===== config.mk =====
export PLATFORM = sky130hd
export DESIGN_NAME = mem_port_arbiter_flat
export DESIGN_NICKNAME = d
export VERILOG_FILES = /design/src/rtl/mem_port_arbiter_pkg.sv /design/src/rtl/mem_port_arbiter_if.sv /design/src/rtl/mem_port_arbiter_perf_counters.sv /design/src/rtl/mem_port_arbiter.sv /design/src/flat_wrapper.sv
export SDC_FILE = /design/constraint.sdc
export NUM_CORES = 1
export LEC_CHECK = 0
export BUFFER_PORTS_ARGS = -buffer_cell sky130_fd_sc_hd__buf_2
export CORE_MARGIN = 10
export CORE_UTILIZATION = 45
export CTS_BUF_LIST = sky130_fd_sc_hd__clkbuf_8
export CTS_CLUSTER_SIZE = 12
export DETAILED_ROUTE_END_ITERATION = 10
export PLACE_DENSITY = 0.81
export SYNTH_ARGS = -nofsm -noshare
export SYNTH_HDL_FRONTEND = slang
export SYNTH_SLANG_ARGS = --single-unit

===== constraint.sdc =====
create_clock -name clk -period 1.9 [get_ports clk]
set_input_delay 0.38 -clock clk [delete_from_list [all_inputs] [get_ports clk]]
set_output_delay 0.38 -clock clk [all_outputs]
set_load 0.02 [all_outputs]

===== src/rtl/mem_port_arbiter_pkg.sv =====
// rtl/mem_port_arbiter_pkg.sv - shared types for the memory port arbiter
// Purpose: grant FSM state encoding, access owner encoding and the timeout
//          counter width helper used by mem_port_arbiter.
// Ports:   none (package).
package arb_pkg;

   typedef enum logic [1:0] {
      IDLE   = 2'd0,
      BUSY_I = 2'd1,
      BUSY_D = 2'd2,
      DONE   = 2'd3
   } arb_state_e;

   typedef enum logic {
      OWN_I = 1'b0,
      OWN_D = 1'b1
   } arb_owner_e;

   // Width able to hold 0..timeout so the saturating timer never wraps.
   function automatic int timer_width(input int timeout);
      return $clog2(timeout + 1);
   endfunction

endpackage


===== src/rtl/mem_port_arbiter_if.sv =====
// rtl/mem_port_arbiter_if.sv - fetch, data and memory handshake bundle
// Purpose: groups the fetch port, data port, hazard stalls and memory port.
// Ports:   slave  = arbiter view (requests/memory response in, grants/memory request out)
//          master = requester + memory view (mirror of slave)
interface mem_port_arbiter_if #(
   parameter int AW = 32,
   parameter int DW = 32
);
   logic          if_req;
   logic [AW-1:0] if_addr;
   logic          if_kill;
   logic [DW-1:0] if_rdata;
   logic          if_ack;
   logic          d_req;
   logic          d_we;
   logic [AW-1:0] d_addr;
   logic [DW-1:0] d_wdata;
   logic [DW-1:0] d_rdata;
   logic          d_ack;
   logic          stall_if;
   logic          stall_mem;
   logic          mem_req;
   logic          mem_we;
   logic [AW-1:0] mem_addr;
   logic [DW-1:0] mem_wdata;
   logic [DW-1:0] mem_rdata;
   logic          mem_ack;
   logic          bus_err;

   modport slave (
      input  if_req, if_addr, if_kill, d_req, d_we, d_addr, d_wdata, mem_rdata, mem_ack,
      output if_rdata, if_ack, d_rdata, d_ack, stall_if, stall_mem,
             mem_req, mem_we, mem_addr, mem_wdata, bus_err
   );

   modport master (
      output if_req, if_addr, if_kill, d_req, d_we, d_addr, d_wdata, mem_rdata, mem_ack,
      input  if_rdata, if_ack, d_rdata, d_ack, stall_if, stall_mem,
             mem_req, mem_we, mem_addr, mem_wdata, bus_err
   );
endinterface


===== src/rtl/mem_port_arbiter_perf_counters.sv =====
// rtl/mem_port_arbiter_perf_counters.sv - arbiter activity counters
// Purpose: three free-running 32-bit event counters, wrapping at 2^32.
// Ports:   clk, reset (sync, active-high)
//          i_fetch_done / i_data_done / i_conflict : one-cycle event strobes
//          o_perf_fetch / o_perf_data / o_perf_conflict : event counts
module arb_perf_counters (
   input  logic        clk,
   input  logic        reset,
   input  logic        i_fetch_done,
   input  logic        i_data_done,
   input  logic        i_conflict,
   output logic [31:0] o_perf_fetch,
   output logic [31:0] o_perf_data,
   output logic [31:0] o_perf_conflict
);
   logic [31:0] r_fetch;
   logic [31:0] r_data;
   logic [31:0] r_conflict;

   always_ff @(posedge clk) begin
      if (reset) begin
         r_fetch    <= '0;
         r_data     <= '0;
         r_conflict <= '0;
      end else begin
         if (i_fetch_done) r_fetch    <= r_fetch + 32'd1;
         if (i_data_done)  r_data     <= r_data + 32'd1;
         if (i_conflict)   r_conflict <= r_conflict + 32'd1;
      end
   end

   assign o_perf_fetch    = r_fetch;
   assign o_perf_data     = r_data;
   assign o_perf_conflict = r_conflict;
endmodule


===== src/rtl/mem_port_arbiter.sv =====
// rtl/mem_port_arbiter.sv - shares one memory port between fetch and load/store
// Purpose: registered grant FSM (IDLE/BUSY_I/BUSY_D/DONE), data port has fixed
//          priority, timeout abort with bus_err, fetch kill support.
// Ports:   clk, reset (sync, active-high)
//          bus (mem_port_arbiter_if.slave): fetch port, data port, stalls, memory port
//          perf_fetch/perf_data/perf_conflict: only when ARB_PERF_CNT_EN is defined
// Config:  ARB_PERF_CNT_EN adds the activity counters; FSM is identical either way.
module mem_port_arbiter
   import arb_pkg::*;
#(
   parameter int AW      = 32,
   parameter int DW      = 32,
   parameter int TIMEOUT = 16
) (
   input  logic                clk,
   input  logic                reset,
   mem_port_arbiter_if.slave   bus
`ifdef ARB_PERF_CNT_EN
   ,
   output logic [31:0]         perf_fetch,
   output logic [31:0]         perf_data,
   output logic [31:0]         perf_conflict
`endif
);
   localparam int TW = timer_width(TIMEOUT);

   arb_state_e    r_state;
   arb_state_e    w_next;
   arb_owner_e    r_owner;
   logic          r_we;
   logic          r_kill;
   logic          r_abort;
   logic [AW-1:0] r_addr;
   logic [DW-1:0] r_wdata;
   logic [DW-1:0] r_rdata;
   logic [TW-1:0] r_timer;

   logic w_busy;
   logic w_done;
   logic w_grant_d;
   logic w_grant_i;
   logic w_timeout;

   assign w_busy    = (r_state == BUSY_I) || (r_state == BUSY_D);
   assign w_done    = (r_state == DONE);
   assign w_grant_d = (r_state == IDLE) && bus.d_req;
   // if_kill in IDLE only blocks the grant for the current cycle.
   assign w_grant_i = (r_state == IDLE) && !bus.d_req && bus.if_req && !bus.if_kill;
   // A late mem_ack in the final allowed cycle still wins over the abort.
   assign w_timeout = w_busy && !bus.mem_ack && (r_timer == TW'(TIMEOUT - 1));

   always_ff @(posedge clk) begin
      if (reset) r_state <= IDLE;
      else       r_state <= w_next;
   end

   always_comb begin
      w_next = r_state;
      case (r_state)
         IDLE: begin
            if (w_grant_d)      w_next = BUSY_D;
            else if (w_grant_i) w_next = BUSY_I;
         end
         BUSY_I, BUSY_D: begin
            if (bus.mem_ack || w_timeout) w_next = DONE;
         end
         DONE:    w_next = IDLE;
         default: w_next = IDLE;
      endcase
   end

   always_ff @(posedge clk) begin
      if (reset) begin
         r_owner <= OWN_I;
         r_we    <= 1'b0;
         r_kill  <= 1'b0;
         r_abort <= 1'b0;
         r_addr  <= '0;
         r_wdata <= '0;
         r_rdata <= '0;
         r_timer <= '0;
      end else begin
         if (w_grant_d) begin
            r_owner <= OWN_D;
            r_we    <= bus.d_we;
            r_addr  <= bus.d_addr;
            r_wdata <= bus.d_wdata;
            r_timer <= '0;
            r_abort <= 1'b0;
         end else if (w_grant_i) begin
            r_owner <= OWN_I;
            r_we    <= 1'b0;
            r_addr  <= bus.if_addr;
            r_timer <= '0;
            r_abort <= 1'b0;
         end

         if (w_busy) begin
            if (bus.mem_ack) begin
               r_rdata <= bus.mem_rdata;
            end else if (w_timeout) begin
               r_rdata <= '0;
               r_abort <= 1'b1;
            end else if (r_timer != TW'(TIMEOUT)) begin
               r_timer <= r_timer + TW'(1);
            end
            // The killed fetch still finishes on memory; only its ack is hidden.
            if ((r_state == BUSY_I) && bus.if_kill) r_kill <= 1'b1;
         end

         if (w_done) begin
            r_kill  <= 1'b0;
            r_abort <= 1'b0;
         end
      end
   end

   assign bus.mem_req   = w_busy;
   assign bus.mem_we    = w_busy && r_we;
   assign bus.mem_addr  = r_addr;
   assign bus.mem_wdata = r_wdata;
   assign bus.if_ack    = w_done && (r_owner == OWN_I) && !r_kill;
   assign bus.d_ack     = w_done && (r_owner == OWN_D);
   assign bus.if_rdata  = r_rdata;
   assign bus.d_rdata   = r_rdata;
   assign bus.bus_err   = w_done && r_abort;
   assign bus.stall_if  = bus.if_req && !bus.if_ack;
   assign bus.stall_mem = bus.d_req && !bus.d_ack;

`ifdef ARB_PERF_CNT_EN
   arb_perf_counters u_perf (
      .clk             (clk),
      .reset           (reset),
      .i_fetch_done    (w_done && (r_owner == OWN_I)),
      .i_data_done     (w_done && (r_owner == OWN_D)),
      .i_conflict      ((r_state == IDLE) && bus.if_req && bus.d_req),
      .o_perf_fetch    (perf_fetch),
      .o_perf_data     (perf_data),
      .o_perf_conflict (perf_conflict)
   );
`endif
endmodule


===== src/flat_wrapper.sv =====
// flat-port wrapper written by rule: the top's interface ports become plain ports
module mem_port_arbiter_flat import arb_pkg::*;
#(
   parameter int AW      = 32,
   parameter int DW      = 32,
   parameter int TIMEOUT = 16
)
  (clk, reset, bus_if_req, bus_if_addr, bus_if_kill, bus_d_req, bus_d_we, bus_d_addr, bus_d_wdata, bus_mem_rdata, bus_mem_ack, bus_if_rdata, bus_if_ack, bus_d_rdata, bus_d_ack, bus_stall_if, bus_stall_mem, bus_mem_req, bus_mem_we, bus_mem_addr, bus_mem_wdata, bus_bus_err);
  mem_port_arbiter_if #(.AW(AW), .DW(DW)) bus_i ();
  input  logic clk;
  input  logic reset;
  input wire logic [$bits(bus_i.if_req)-1:0] bus_if_req;
  input wire logic [$bits(bus_i.if_addr)-1:0] bus_if_addr;
  input wire logic [$bits(bus_i.if_kill)-1:0] bus_if_kill;
  input wire logic [$bits(bus_i.d_req)-1:0] bus_d_req;
  input wire logic [$bits(bus_i.d_we)-1:0] bus_d_we;
  input wire logic [$bits(bus_i.d_addr)-1:0] bus_d_addr;
  input wire logic [$bits(bus_i.d_wdata)-1:0] bus_d_wdata;
  input wire logic [$bits(bus_i.mem_rdata)-1:0] bus_mem_rdata;
  input wire logic [$bits(bus_i.mem_ack)-1:0] bus_mem_ack;
  output wire logic [$bits(bus_i.if_rdata)-1:0] bus_if_rdata;
  output wire logic [$bits(bus_i.if_ack)-1:0] bus_if_ack;
  output wire logic [$bits(bus_i.d_rdata)-1:0] bus_d_rdata;
  output wire logic [$bits(bus_i.d_ack)-1:0] bus_d_ack;
  output wire logic [$bits(bus_i.stall_if)-1:0] bus_stall_if;
  output wire logic [$bits(bus_i.stall_mem)-1:0] bus_stall_mem;
  output wire logic [$bits(bus_i.mem_req)-1:0] bus_mem_req;
  output wire logic [$bits(bus_i.mem_we)-1:0] bus_mem_we;
  output wire logic [$bits(bus_i.mem_addr)-1:0] bus_mem_addr;
  output wire logic [$bits(bus_i.mem_wdata)-1:0] bus_mem_wdata;
  output wire logic [$bits(bus_i.bus_err)-1:0] bus_bus_err;
  assign bus_i.if_req = bus_if_req;
  assign bus_i.if_addr = bus_if_addr;
  assign bus_i.if_kill = bus_if_kill;
  assign bus_i.d_req = bus_d_req;
  assign bus_i.d_we = bus_d_we;
  assign bus_i.d_addr = bus_d_addr;
  assign bus_i.d_wdata = bus_d_wdata;
  assign bus_i.mem_rdata = bus_mem_rdata;
  assign bus_i.mem_ack = bus_mem_ack;
  assign bus_if_rdata = bus_i.if_rdata;
  assign bus_if_ack = bus_i.if_ack;
  assign bus_d_rdata = bus_i.d_rdata;
  assign bus_d_ack = bus_i.d_ack;
  assign bus_stall_if = bus_i.stall_if;
  assign bus_stall_mem = bus_i.stall_mem;
  assign bus_mem_req = bus_i.mem_req;
  assign bus_mem_we = bus_i.mem_we;
  assign bus_mem_addr = bus_i.mem_addr;
  assign bus_mem_wdata = bus_i.mem_wdata;
  assign bus_bus_err = bus_i.bus_err;
  mem_port_arbiter #(.AW(AW), .DW(DW), .TIMEOUT(TIMEOUT)) u_core (.clk(clk), .reset(reset), .bus(bus_i));
endmodule

## Yosys cells after proc, flatten, opt, wreduce, memory -nomap -nowiden

Index checks and enable logic that the tools add are counted.

| operators by class | value |
|---|---|
| bitwise gates (word level) | 1 |
| mux-type cells | 22 |
| add/sub/neg operators | 1 |
| reduce and logical (&&, ||, !) cells | 30 |
| eq/ne operators | 7 |

Operator list:

| cell | count |
|---|---|
| 32-bit 2-to-1 mux | 4 |
| 5-bit 2-to-1 mux | 6 |
| 1-bit logical AND | 14 |
| 1-bit 2-to-1 mux | 8 |
| 1-bit logical NOT | 6 |
| 2-bit 2-to-1 mux | 3 |
| 2-bit case mux with 3 select lines | 1 |
| 2-bit AND reduction | 3 |
| 5-bit by 1-bit adder with 5-bit output, second input constant | 1 |
| 5-bit by 4-bit == test with 1-bit output, second input constant | 1 |
| 5-bit inequality test, second input constant | 1 |
| 2-bit == test, second input constant | 2 |
| 2-bit nonzero test | 2 |
| 2-bit OR reduction | 2 |
| 3-bit by 1-bit inequality test with 1-bit output, second input constant | 1 |
| 2-bit by 1-bit == test with 1-bit output, second input constant | 1 |
| 2-bit logical NOT | 1 |
| 1-bit logical OR | 2 |
| 2-bit by 1-bit inequality test with 1-bit output, second input constant | 1 |
| 1-bit inverter | 1 |

| word-level totals | value |
|---|---|
| bits in registers | 107 |
| output and inout bits | 135 |
| logic and storage cells | 70 |
| bits of input ports | 135 |

## Depth between registers and ports, before layout

| depth | value |
|---|---|
| depth in word-level cells | 10 |
| depth in mapped cells | 8 |
| depth with buffers taken out | 7 |

## Worst setup path before layout

No wires, ideal clock.

| timing path | value |
|---|---|
| path type | reg-to-output |
| start | register u_core.r_state[0] |
| end | output bus_stall_if |
| buffers on the path | 0 |
| stages on the path, launching flop included | 4 |
| data required time | 1.520 ns |
| data arrival time | 1.403 ns |
| setup slack | 0.117 ns |
| cells stage by stage | dfxtp_1 ha_1 nor3b_1 nor2b_1 |

| between the ends | value |
|---|---|
| cells in the longest elaborated chain, start to end | 5 |

RTL lines:

| item | line | RTL |
|---|---|---|
| start, declared | mem_port_arbiter.sv:27 | `arb_state_e r_state;` |
| start signal, assigned | mem_port_arbiter.sv:54 | `else r_state <= w_next;` |
| 2-bit == test | mem_port_arbiter.sv:45 | `assign w_done = (r_state == DONE);` |
| 1-bit logical AND (2 in series) | mem_port_arbiter.sv:122 | `assign bus.if_ack = w_done && (r_owner == OWN_I) && !r_kill;` |
| net bus_if_ack | flat_wrapper.sv:22 | `output wire logic [$bits(bus_i.if_ack)-1:0] bus_if_ack;` |
| 1-bit logical NOT | mem_port_arbiter.sv:127 | `assign bus.stall_if = bus.if_req && !bus.if_ack;` |
| 1-bit logical AND | mem_port_arbiter.sv:127 |  |
| end, declared | flat_wrapper.sv:25 | `output wire logic [$bits(bus_i.stall_if)-1:0] bus_stall_if;` |

The timed path passes the listed nets, and every way through them passes these cells.

## Worst setup path in the final report

| timing path | value |
|---|---|
| start | register u_core.r_state[0] |
| end | output bus_mem_we |

| between the ends | value |
|---|---|
| cells in the longest elaborated chain, start to end | 3 |
| elaborated cells between the ends (all ways) | 4 |
| those cells by class | 2 x eq/ne; 2 x reduce/logical |

RTL lines:

| item | line | RTL |
|---|---|---|
| 2-bit by 1-bit == test with 1-bit output / 2-bit == test (equally long branches) | mem_port_arbiter.sv:44 | `assign w_busy = (r_state == BUSY_I) \|\| (r_state == BUSY_D);` |
| 1-bit logical OR (*) | mem_port_arbiter.sv:44 |  |
| 1-bit logical AND (*) | mem_port_arbiter.sv:119 | `assign bus.mem_we = w_busy && r_we;` |
| end, declared | flat_wrapper.sv:28 | `output wire logic [$bits(bus_i.mem_we)-1:0] bus_mem_we;` |

Every way passes the cells marked *; elsewhere a longest branch is shown, timed or not.

==> out/metrics.csv <==
metric;value;unit
cp-start-kind;register;
num-fill-cells;855;
worstPathArrival;1470;ps
cts_tree;done;
ys_ff_latch;107;
dp.cells;876;
grt_max_degree;50;
die_area;14700;um2
drt-pass1-iter-count;5;
drtAntennaViolNets;0;
synth-simple-area-share;0.201;
synth_edf_count;0;
ir_drop;0.725;mV
powerDensity;1450;nW/um2
hold_buffers;0;
first_iter_violations;259;
finalHoldViolCount;0;
clock_latency;360;ps
drc;0;
viasPerCell;5.08;
worstPathMaxFanout;6;
syn_avg_cell_area;8.69;um2
cts_root_buf;clkbuf_8;
yosys.area.top_type;dfxtp_1;
r2r-start;u_core.r_timer[0];
final_layout_size_suffix_gt1_frac;0.457;
max_clock_freq;541;MHz
timing.hold.ws;250;ps
dieHeight;121;um
synth_top_family_by_area;compound AO/OA/AOI/OAI gates;
synth_flop_cell;dfxtp_1;
vias;4555;
r2r_setup_slack;80;ps
period_minus_slack;1850;ps
initial_core_util;0.468;
gp_congestion;0.844;
grt_use_total;0.193;
pin_count;270;
synth_top_area_frac;0.464;
syn_nets;672;
cts_buffers;9;
portBuffers;269;
critPathRequiredTime;1520;ps
grt.overflow.total;0;
critPathLaunch;u_core.r_state[0];
status;finished clean;
clockBufferDepth;2;
final_cell_mix;buf_2, nand2_1, dfxtp_1;
wl;15000;um
synth_adder_area_share;0.0163;
grt_pass1_wl;23200;um
synth.area.mux_share;0.00217;
synth.cell_area;4610;um2
hold_path_startpoint;bus_d_wdata[28];
yosysWarnings;0;
leakage;2.98;nW
nNetsFinal;897;
cts.clk_slew.worst_paths;90;ps
synth_xor_area_frac;0.00190;
maxCapViolCount;0;
dieWidth;121;um
core;9860;um2
area_growth;33.5;%
worst-slew-pin-transition;398;ps
max-slew-margin-rel;0.735;
dpl.hpwl;11800;um
synth_area_leaders;dfxtp_1, nand2_1, a311oi_2;
pre_cts_ws;61.3;ps
syn_inst;531;
synth_cell_type_count;39;
synthArstFlopShare;0;
detail_route.wl_per_cell;16.8;um
skew;9.02;ps
antenna_found_initial;1;
grt_pass1_vias;4644;
rows;36;
end_kind;output port;
synth_compound_area_frac;0.210;
htree_levels;3;
finalSetupViolCount;0;
clkSinkCount;107;
period_share;0.973;
hp-class;in2reg;
path_class;reg2out;
fin_ws;51.6;ps
drv_slew;0;
yosysSeqAreaShare;0.464;
mostFrequentLayoutCell;buf_2;
fin_setup_tns;0;ps
stdcell_count;896;
flip-flops by register name (all words and copies together) (netlist names):
| register | flops |
|---|---|
| u_core.r_owner | 1 |
| u_core.r_abort | 1 |
| u_core.bus.d_rdata | 32 |
| u_core.r_kill | 1 |
| u_core.r_state | 2 |
| u_core.r_timer | 5 |
| u_core.bus.mem_addr | 32 |
| u_core.bus.mem_wdata | 32 |
| u_core.r_we | 1 |
Yosys cell counts (3+ instances only):
cell and number:
ha_1 6, a311oi_1 5, a21oi_1 37, nand2_1 131, nand3_1 3, a22oi_1 33
buf_2 15, nand2b_1 3, a311oi_2 28, dfxtp_1 107, buf_6 4, buf_4 36
inv_1 6, and2_1 4, nor2_1 69, clkbuf_1 17
layout make-up:
type                            instances  area (um2)  area share
Inverter                                8        30.0     0.00488
Antenna cell                            2        5.00    0.000813
Tap cell                              133         166      0.0270
Clock inverter                          5        30.0     0.00488
Multi-Input combinational cell        344        2040       0.332
Clock buffer                           11         151      0.0246
Timing Repair Buffer                  286        1590       0.257
Sequential cell                       107        2150       0.349
path summary, 6_finish.rpt:
kind | depth (start not counted) | endpoint
setup reg to reg | 8 | u_core.r_timer[0]
hold reg to reg | 2 | u_core.bus.mem_wdata[26]
setup / recovery | 5 | bus_mem_we
hold / removal | 3 | u_core.bus.mem_wdata[28]
cell families after synthesis:
family,count (synthesis)
AO/OA/AOI/OAI,113
XOR/XNOR,1
adder cells (fa/ha/maj),6
buffers and inverters,80
flip-flops,107
multiplexers,1
AND/OR/NAND/NOR,223
per-stage QoR:
step / power [mW] / utilization / cell area (um2)
floorplan: 6.30 / - / 4610
global placement: 7.47 / 0.598 / 5900
detailed placement: 7.62 / 0.598 / 5900
CTS: 9.00 / 0.620 / 6120
global route: 9.55 / 0.624 / 6150
finish: 8.93 / 0.624 / 6160
critical path, stage by stage (launching register included):
cell and delay, ps:
dfxtp_4 370, inv_1 100, ha_4 220, buf_6 130, and2_1 150, buf_4 150
per-layer routing:
layer / global-route usage / up-vias / share of wire
met3: 0.0824 / 33 / 0.11
met2: 0.348 / 210 / 0.52
met4: 0.0842 / 0 / 0.030
met1: 0.187 / 2094 / 0.35
met5: 0 / - / 0
li1: - / 2218 / -
where the power goes:
part           switching, mW  total, mW  internal [mW]
Sequential             0.334       3.17           2.83
Clock                  0.727       1.27          0.540
Combinational           2.82       4.50           1.68
Total                   3.89       8.93           5.05
timing repair:
action / in CTS / in global routing
buffers inserted: 1 / 1
endpoints found under the setup margin: 4 / 10
resized for setup: 6 / 8
gates cloned: 0 / 0
pin swaps: 1 / 1
Power figures use the tool's default switching activity.
